### src/rtl/csa4_divider_pkg.sv
// csa4_div_pkg: shared widths, state encoding and step count for the 4-bit restoring divider
package csa4_div_pkg;
    localparam int WIDTH  = 4;
    localparam int RWIDTH = 5;
    localparam int STEPS  = 4;
    typedef enum logic [1:0] {IDLE, RUN, DONE} state_t;
endpackage

### src/rtl/csa4_divider_if.sv
// csa4_divider_if: start/done handshake and operand/result bus between controller and divider
interface csa4_divider_if
    import csa4_div_pkg::*;
();
    logic             start;
    logic [WIDTH-1:0] dividend;
    logic [WIDTH-1:0] divisor;
    logic             busy;
    logic             done;
    logic [WIDTH-1:0] quotient;
    logic [WIDTH-1:0] remainder;
    logic             div_by_zero;
    modport master (output start, dividend, divisor,
                    input  busy, done, quotient, remainder, div_by_zero);
    modport slave  (input  start, dividend, divisor,
                    output busy, done, quotient, remainder, div_by_zero);
endinterface

### src/rtl/csa4_divider_sub5_cs.sv
// sub5_cs: 5-bit carry-select subtractor a + ~b + 1; no_borrow is the carry out
module sub5_cs
    import csa4_div_pkg::*;
(
    input  logic [RWIDTH-1:0] i_a,
    input  logic [RWIDTH-1:0] i_b,
    output logic [RWIDTH-1:0] o_diff,
    output logic              o_no_borrow
);
    logic [2:0] w_lo;
    logic [3:0] w_hi0;
    logic [3:0] w_hi1;
    assign w_lo  = {1'b0, i_a[1:0]} + {1'b0, ~i_b[1:0]} + 3'd1;
    assign w_hi0 = {1'b0, i_a[4:2]} + {1'b0, ~i_b[4:2]};
    assign w_hi1 = {1'b0, i_a[4:2]} + {1'b0, ~i_b[4:2]} + 4'd1;
    assign o_diff      = {w_lo[2] ? w_hi1[2:0] : w_hi0[2:0], w_lo[1:0]};
    assign o_no_borrow = w_lo[2] ? w_hi1[3] : w_hi0[3];
endmodule

### src/rtl/csa4_divider.sv
// csa4_divider: sequential 4-bit unsigned restoring divider, one subtract-and-shift per clock
// CSA_DIV_ZERO_BYPASS_EN: a zero divisor skips iteration and completes one cycle after accept
module csa4_divider
    import csa4_div_pkg::*;
(
    input  logic          clk,
    input  logic          rst,
    csa4_divider_if.slave bus
);
    state_t            r_state;
    state_t            w_state_nxt;
    logic [1:0]        r_cnt;
    logic [WIDTH-1:0]  r_q;
    logic [WIDTH-1:0]  r_d;
    logic [RWIDTH-1:0] r_r;
    logic [WIDTH-1:0]  r_quot;
    logic [WIDTH-1:0]  r_rem;
    logic              r_dbz;
    logic [RWIDTH-1:0] w_r_sh;
    logic [RWIDTH-1:0] w_diff;
    logic              w_nb;
    logic              w_take;
    logic [RWIDTH-1:0] w_r_step;
    logic [WIDTH-1:0]  w_q_step;
    logic              w_accept;
    logic              w_bypass;
    assign w_r_sh = {r_r[3:0], r_q[3]};
    sub5_cs u_sub (
        .i_a         (w_r_sh),
        .i_b         ({1'b0, r_d}),
        .o_diff      (w_diff),
        .o_no_borrow (w_nb)
    );
    // r_r[4] is always 0 between steps; if it were set the trial would trivially fit
    assign w_take   = w_nb | r_r[4];
    assign w_r_step = w_take ? w_diff : w_r_sh;
    assign w_q_step = {r_q[2:0], w_take};
    assign w_accept = (r_state != RUN) && bus.start;
`ifdef CSA_DIV_ZERO_BYPASS_EN
    assign w_bypass = w_accept && (bus.divisor == '0);
`else
    assign w_bypass = 1'b0;
`endif
    always_comb begin
        w_state_nxt = IDLE;
        w_state_nxt = w_accept ? (w_bypass ? DONE : RUN)
                    : (r_state == RUN) ? ((r_cnt == 2'd0) ? DONE : RUN)
                    : IDLE;
    end
    always_ff @(posedge clk) begin
        if (rst) begin
            r_state <= IDLE;
            r_cnt   <= '0;
            r_q     <= '0;
            r_d     <= '0;
            r_r     <= '0;
            r_quot  <= '0;
            r_rem   <= '0;
            r_dbz   <= 1'b0;
        end else begin
            r_state <= w_state_nxt;
            if (w_accept) begin
                r_q   <= bus.dividend;
                r_d   <= bus.divisor;
                r_r   <= '0;
                r_cnt <= 2'(STEPS - 1);
            end else if (r_state == RUN) begin
                r_q   <= w_q_step;
                r_r   <= w_r_step;
                r_cnt <= r_cnt - 2'd1;
                if (r_cnt == 2'd0) begin
                    r_quot <= w_q_step;
                    r_rem  <= w_r_step[3:0];
                    r_dbz  <= (r_d == '0);
                end
            end
            if (w_bypass) begin
                r_quot <= '1;
                r_rem  <= bus.dividend;
                r_dbz  <= 1'b1;
            end
        end
    end
    assign bus.busy        = (r_state == RUN);
    assign bus.done        = (r_state == DONE);
    assign bus.quotient    = r_quot;
    assign bus.remainder   = r_rem;
    assign bus.div_by_zero = r_dbz;
endmodule

### src/flat_wrapper.sv
// flat-port wrapper written by rule: the top's interface ports become plain ports
module csa4_divider_flat import csa4_div_pkg::*;
  (clk, rst, bus_start, bus_dividend, bus_divisor, bus_busy, bus_done, bus_quotient, bus_remainder, bus_div_by_zero);
  csa4_divider_if bus_i ();
  input  logic clk;
  input  logic rst;
  input wire logic [$bits(bus_i.start)-1:0] bus_start;
  input wire logic [$bits(bus_i.dividend)-1:0] bus_dividend;
  input wire logic [$bits(bus_i.divisor)-1:0] bus_divisor;
  output wire logic [$bits(bus_i.busy)-1:0] bus_busy;
  output wire logic [$bits(bus_i.done)-1:0] bus_done;
  output wire logic [$bits(bus_i.quotient)-1:0] bus_quotient;
  output wire logic [$bits(bus_i.remainder)-1:0] bus_remainder;
  output wire logic [$bits(bus_i.div_by_zero)-1:0] bus_div_by_zero;
  assign bus_i.start = bus_start;
  assign bus_i.dividend = bus_dividend;
  assign bus_i.divisor = bus_divisor;
  assign bus_busy = bus_i.busy;
  assign bus_done = bus_i.done;
  assign bus_quotient = bus_i.quotient;
  assign bus_remainder = bus_i.remainder;
  assign bus_div_by_zero = bus_i.div_by_zero;
  csa4_divider u_core (.clk(clk), .rst(rst), .bus(bus_i));
endmodule
### config.mk
export PLATFORM = sky130hd
export DESIGN_NAME = csa4_divider_flat
export DESIGN_NICKNAME = d
export VERILOG_FILES = /design/src/rtl/csa4_divider_pkg.sv /design/src/rtl/csa4_divider_if.sv /design/src/rtl/csa4_divider_sub5_cs.sv /design/src/rtl/csa4_divider.sv /design/src/flat_wrapper.sv
export SDC_FILE = /design/constraint.sdc
export NUM_CORES = 1
export LEC_CHECK = 0
export CAP_MARGIN = 20
export CORE_MARGIN = 3
export CORE_UTILIZATION = 48
export CTS_CLUSTER_DIAMETER = 150
export DETAILED_ROUTE_END_ITERATION = 16
export GPL_TIMING_DRIVEN = 0
export MAX_ROUTING_LAYER = met4
export PLACE_DENSITY = 0.74
export REMOVE_ABC_BUFFERS = 1
export SKIP_CTS_REPAIR_TIMING = 1
export SLEW_MARGIN = 25
export SYNTH_ARGS = -nofsm -noshare
export SYNTH_HDL_FRONTEND = slang
export SYNTH_SLANG_ARGS = --single-unit
### constraint.sdc
create_clock -name clk -period 3.36 [get_ports clk]
set_clock_uncertainty 0.15 [all_clocks]
set_input_delay 0.672 -clock clk [delete_from_list [all_inputs] [get_ports clk]]
set_output_delay 0.672 -clock clk [all_outputs]
set_load 0.05 [all_outputs]
==> run metrics, run 1 <==
status completed; Register-to-Register Path Depth 7; area grow syn2layout 21.36%; Clock power frac 18.4%; clock buffer depth 2; Yosys cell types 35; worst skew pair latency 320 ps; DR pass1 iterations 4; number of synthesized flops with an enable pin 0; reg2reg setup slack 610 ps; Slew HR 42.06%; Comb power frac 38.6%; number of synthesized register bits 26; Net Sw Frac 37.11%; CTS tree yes; Overall Global Routing Usage 18.79%; Port Buffers 21; Async SR Flop Fraction 0%; fin crit share 89.32%; Hold Path Sink u_core.bus.remainder[0]$_SDFFE_PP0P_; drc violations 0; Inserted Diodes 0; Final min period 3001 ps; endpoint type of the worst setup path output pin; number of global-route vias before repair 1047; CP Class register to output pin; largest net degree at the start of global routing 17; Sw Pwr 0.3165 mW; layout cells sized above 1 4.698%; I/O pin cnt 22; Final TNS setup 0 ps; synth warn 0; grt ovf 0; Design Area, Final 0.001479 mm²; RD Place Congestion 0.8902; Worst Path Max Fanout 16; total power 0.8528 mW; CP Data Arrival Time 2180 ps; fill count 209; post-synthesis cell area 0.001219 mm²; pre-CTS setup slack 395.1 ps; row count 17; reg2reg start u_core.r_d[2]$_SDFFE_PP0P_; Cells after Synth 129; first-pass GRT wire length 4719 µm; Placed Cells 173; post-route ant nets 0; reg-to-reg endpoint u_core.bus.remainder[1]$_SDFFE_PP0P_; final setup vio count 0; Max Slew Vio Count 0; clock sinks 26; Req. time, crit path 2540 ps; Final WS setup 359.0 ps; placed instance area 0.001443 mm²; Max IR drop VDD 0.3784 mV; Leak 0.5647 nW; sequential share of power 43.0%; hpwl dp 1931 µm; final net count 168; die height 56.39 µm; Hold Crit Depth 2; RSZ-0062 raised after global routing false; Mapped Avg Cell Area 9.447 µm²; Num CTS Buffers 3; Hold Crit Class register to register; final std cells w/o fill 177; Final Hold Vio Count 0; routed vias 1055; post-synthesis sequential area ratio 42.71%; startpoint types register; Worst Tran Pin Value 869.0 ps; CORE AREA 0.002318 mm²; Initial DRC Count 27; die extent in x 56.39 µm; initial antenna violation count 0; pwr/cell area 576.6 mW/mm²; Final Util 63.79%; MaxCap Viol Count 0; H-tree levels 1; vias per cell 5.960; Root Buffer clkbuf_4; WL/cell 15.20 µm; die area 0.003179 mm²; Initial Util 52.56%; internal power consumption 0.5363 mW; fmax 333.2 MHz; hold wc startpoint u_core.bus.remainder[0]$_SDFFE_PP0P_; hold slack 335.8 ps; DRT Wirelength 2690 µm; Synth Flop Type dfxtp_1; CTS clk-pin slew, worst paths 150 ps
[cells by family after synthesis]
kind of cell    count (synthesis)  synth area share, %
simple gates                   38                16.43
mux                             5                4.107
flops                          26                42.71
xor+xnor                        3                2.156
compound gates                 37                21.97
buf+inv                        13                4.210
fa+ha+maj                       7                8.419
[worst max-delay path by stage]
stage          slack, ps                          from  depth (start not counted)                                   end
3_3_place_gp         520                           rst                          6  u_core.bus.remainder[2]$_SDFFE_PP0P_
2_1_floorplan        870    u_core.r_d[2]$_SDFFE_PP0P_                          7            u_core.r_r[3]$_SDFFE_PP0P_
4_1_cts              360  u_core.r_state[1]$_SDFF_PP0_                          3                              bus_busy
5_1_grt              210  u_core.r_state[1]$_SDFF_PP0_                          3                              bus_busy
3_5_place_dp         400                           rst                          6  u_core.bus.remainder[2]$_SDFFE_PP0P_
6_report             360  u_core.r_state[1]$_SDFF_PP0_                          3                              bus_busy
[Yosys cell counts, types with 2 or more instances]
cell type / instances / area [µm²]
nor4_1: 3 / 18.77
clkbuf_1: 3 / 11.26
inv_1: 6 / 22.52
a32o_1: 3 / 30.03
a21oi_1: 8 / 40.04
mux2i_1: 5 / 50.05
nand3b_1: 2 / 15.01
a22o_1: 4 / 35.03
nor2_1: 5 / 18.77
ha_1: 5 / 62.56
nor3_1: 3 / 15.01
o21a_1: 2 / 15.01
o21ai_1: 3 / 15.01
xor2_1: 2 / 17.52
nand3_1: 5 / 25.02
nand2_1: 10 / 37.54
dfxtp_1: 26 / 520.5
buf_2: 2 / 10.01
fa_1: 2 / 40.04
inv_2: 2 / 7.510
a211oi_1: 7 / 52.55
o31ai_1: 4 / 30.03
nand2b_1: 5 / 31.28
[cell type report]
cell class / count / area (µm²) / area share (%)
multi-input combinational: 90 / 646.9 / 43.74
sequential: 26 / 520.5 / 35.19
timing repair buffer: 21 / 210.2 / 14.21
clock buffer: 4 / 36.28 / 2.453
tap: 28 / 35.03 / 2.369
inverter: 8 / 30.03 / 2.030
[cell usage in the layout (no fill, tap or decap), types with 2 or more instances in the layout]
cell type and count:
nand3b_1 2, o31ai_1 4, nor3_1 3, nand3_1 5, mux2i_1 5, nor4_1 3
clkdlybuf4s50_1 21, fa_1 2, inv_1 6, nand2b_1 5, a22o_1 4, nand2_1 10
dfxtp_1 26, a21oi_1 8, a32o_1 3, clkbuf_4 3, o21ai_1 3, nor2_1 5
o21a_1 2, ha_1 5, inv_2 2, xor2_1 2, a211oi_1 7
[worst max-delay path: stages (launching register included)]
cell             delay (ps)
dfxtp_1                 340
nand2b_1                410
inv_2                   280
clkdlybuf4s50_1         840
[state kept, by name, indices dropped and copies added, names as in the netlist]
| name | count |
|---|---|
| u_core.bus.div_by_zero | 1 |
| u_core.bus.quotient | 4 |
| u_core.bus.remainder | 4 |
| u_core.r_cnt | 2 |
| u_core.r_d | 4 |
| u_core.r_q | 4 |
| u_core.r_r | 5 |
| u_core.r_state | 2 |
[layer usage]
metal | track usage [%] | vias up | routed length, µm
met5 | - | - | 0
li1 | - | 516 | -
met4 | 4.068 | 0 | 17
met1 | 23.55 | 503 | 1290
met2 | 31.55 | 34 | 1283
met3 | 3.448 | 2 | 100
[power groups by stage]
stage	registers (mW)	clock network, mW	logic, mW
3_5_place_dp	0.373	0	0.320
2_1_floorplan	0.397	0	0.208
6_report	0.367	0.157	0.329
5_1_grt	0.371	0.173	0.359
4_1_cts	0.366	0.162	0.325
3_3_place_gp	0.371	0	0.307
Note: power is estimated with default switching activity, not from simulation.
==> run 2, diff against run 1 <==
--- a/config.mk
+++ b/config.mk
@@ -14,6 +14,7 @@
 export MAX_ROUTING_LAYER = met4
 export PLACE_DENSITY = 0.74
 export REMOVE_ABC_BUFFERS = 1
+export SETUP_SLACK_MARGIN = 0.4
 export SKIP_CTS_REPAIR_TIMING = 1
 export SLEW_MARGIN = 25
 export SYNTH_ARGS = -nofsm -noshare
==> run 2 against run 1 <==
  * Via count unchanged
  * Sequential share of layout area decreased by 0.059 points
  * Combinational power about the same
  * Sequential power about the same
  * Clock power about the same
  * Total power about the same
  * Cell area increased by 0.17%
  * First-iteration DRC count unchanged
  * Global-route usage unchanged
  * Register-to-register slack about the same
  * Clock-buffer cell count unchanged
==> run metrics, run 2 (synthesis gave the netlist of run 1 again) <==
CP Class register to register (was register to output pin); Register-to-Register Path Depth 7 (unchanged); Net Sw Frac 37.11% (about the same); worst skew pair latency 320 ps (about the same); DR pass1 iterations 4 (unchanged); CORE AREA 0.002318 mm² (unchanged); Final Hold Vio Count 0 (unchanged); commonest non-fill, non-tap cell in the layout dfxtp_1 (unchanged); Final TNS setup 0 ps (unchanged); Slew HR 42.06% (unchanged); Worst path slowest cell or4_1 (was clkdlybuf4s50_1); post-route ant nets 0 (unchanged); hpwl dp 1931 µm (unchanged); fill count 208 (was 209); Root Buffer clkbuf_4 (unchanged); hold wc startpoint u_core.bus.remainder[0]$_SDFFE_PP0P_ (unchanged); WL/cell 15.19 µm (was 15.20 µm); number of global-route vias before repair 1047 (unchanged); drc violations 0 (unchanged); endpoint type of the worst setup path register (was output pin); die area 0.003179 mm² (unchanged); critical path's largest stage delay 670 ps (was 840 ps); RSZ-0062 raised after global routing false (unchanged); clock sinks 26 (unchanged); most frequent cells in the layout dfxtp_1 (26), clkdlybuf4s50_1 (20), nand2_1 (10) (was dfxtp_1 (26), clkdlybuf4s50_1 (21), nand2_1 (10)); layout cells sized above 1 4.698% (unchanged); largest net degree at the start of global routing 17 (unchanged); sequential share of power 43.0% (about the same); die height 56.39 µm (unchanged); Worst Tran Pin Value 869.0 ps (unchanged); fmax 363.9 MHz (was 333.2 MHz); Leak 0.5784 nW (was 0.5647 nW); DRT Wirelength 2689 µm (was 2690 µm); Comb power frac 38.6% (about the same); Req. time, crit path 3450 ps (was 2540 ps); Initial DRC Count 27 (unchanged); internal power consumption 0.5362 mW (was 0.5363 mW); CP Data Arrival Time 2830 ps (was 2180 ps); CTS clk-pin slew, worst paths 150 ps (about the same); Inserted Diodes 0 (unchanged); Sw Pwr 0.3164 mW (was 0.3165 mW); Hold Crit Class register to register (unchanged); reg2reg setup slack 610 ps (about the same); vias per cell 5.960 (unchanged); fin crit share 81.79% (was 89.32%); reg-to-reg endpoint u_core.bus.remainder[1]$_SDFFE_PP0P_ (unchanged); RD Place Congestion 0.8902 (unchanged); grt ovf 0 (unchanged); MaxCap Viol Count 0 (unchanged); final setup vio count 0 (unchanged); die extent in x 56.39 µm (unchanged); Largest Register u_core.r_r (unchanged); CP bufs+invs 1 (was 2); Hold Crit Depth 2 (unchanged); Hold Path Sink u_core.bus.remainder[0]$_SDFFE_PP0P_ (unchanged); Max Slew Vio Count 0 (unchanged); row count 17 (unchanged); CP delay by family, top simple AND/OR/NAND/NOR gates (was buffers and inverters); Largest register FFs 5 (unchanged); H-tree levels 1 (unchanged); Final min period 2748 ps (was 3001 ps); routed vias 1055 (unchanged); reg2reg start u_core.r_d[2]$_SDFFE_PP0P_ (unchanged); area grow syn2layout 21.56% (was 21.36%); first-pass GRT wire length 4719 µm (unchanged); Num CTS Buffers 3 (unchanged); Worst Path Max Fanout 8 (was 16); clock buffer depth 2 (unchanged); Initial Util 52.56% (unchanged); Max IR drop VDD 0.3783 mV (was 0.3784 mV); Port Buffers 21 (unchanged); Clock power frac 18.4% (about the same); startpoint types register (unchanged); hold slack 335.8 ps (unchanged); crit path cell chain inv_1 -> ha_1 -> fa_1 -> nand3b_1 -> or4_1 -> and3_1 -> o31ai_1 (was nand2b_1 -> inv_2 -> clkdlybuf4s50_1); CTS tree yes (unchanged); pwr/cell area 575.5 mW/mm² (was 576.6 mW/mm²); final net count 168 (unchanged); status completed (unchanged); I/O pin cnt 22 (unchanged); Overall Global Routing Usage 18.79% (unchanged); initial antenna violation count 0 (unchanged)
run 2: layer usage:
layer  GRT usage (%)  routed length (µm)  up-vias
met2           31.55                1283       34
met5               -                   0        -
met4           4.068                  17        0
met3           3.448                 105        2
li1                -                   -      516
met1           23.55                1283      503
run 2: worst max path at each step:
stage | startpoint | end | slack [ps] | cells past startpoint
floorplan | u_core.r_d[2]$_SDFFE_PP0P_ | u_core.r_r[3]$_SDFFE_PP0P_ | 870 | 7
global placement | rst | u_core.bus.remainder[2]$_SDFFE_PP0P_ | 520 | 6
detailed placement | rst | u_core.bus.remainder[2]$_SDFFE_PP0P_ | 400 | 6
CTS | u_core.r_state[1]$_SDFF_PP0_ | bus_busy | 360 | 3
global route | u_core.r_d[2]$_SDFFE_PP0P_ | u_core.bus.remainder[1]$_SDFFE_PP0P_ | 450 | 7
finish | u_core.r_d[2]$_SDFFE_PP0P_ | u_core.bus.remainder[1]$_SDFFE_PP0P_ | 610 | 7
run 2: cell type report:
cell class / count / area [µm²] / share of cell area, %
clock buffers: 4 / 36.28 / 2.449
well taps: 28 / 35.03 / 2.365
repair buffers: 21 / 212.7 / 14.36
flip-flops and latches: 26 / 520.5 / 35.14
multi-input cells: 90 / 646.9 / 43.67
inverters: 8 / 30.03 / 2.027
run 2: power groups by stage:
stage	registers (mW)	logic (mW)	clock network, mW
2_1_floorplan	0.397	0.208	0
3_5_place_dp	0.373	0.320	0
3_3_place_gp	0.371	0.307	0
4_1_cts	0.366	0.325	0.162
5_1_grt	0.371	0.359	0.173
6_report	0.367	0.329	0.157
run 2: per-stage QoR:
step	worst slack, ps	cells	instance area [µm²]	total power, mW	utilization [%]
after global placement	520.5	173	1443	0.6788	62.22
after detailed placement	395.1	173	1443	0.6932	62.22
after CTS	357.8	177	1479	0.8529	63.79
after global routing	454.8	177	1481	0.9028	63.90
after floorplan	868.2	124	1197	0.6052	-
final	611.8	177	1481	0.8526	63.90
run 2: worst register-to-register path, cell delays in order (launching register included):
cell and delay (ps):
dfxtp_1 380, inv_1 60, ha_1 210, fa_1 560, nand3b_1 150, or4_1 670, and3_1 260, o31ai_1 230
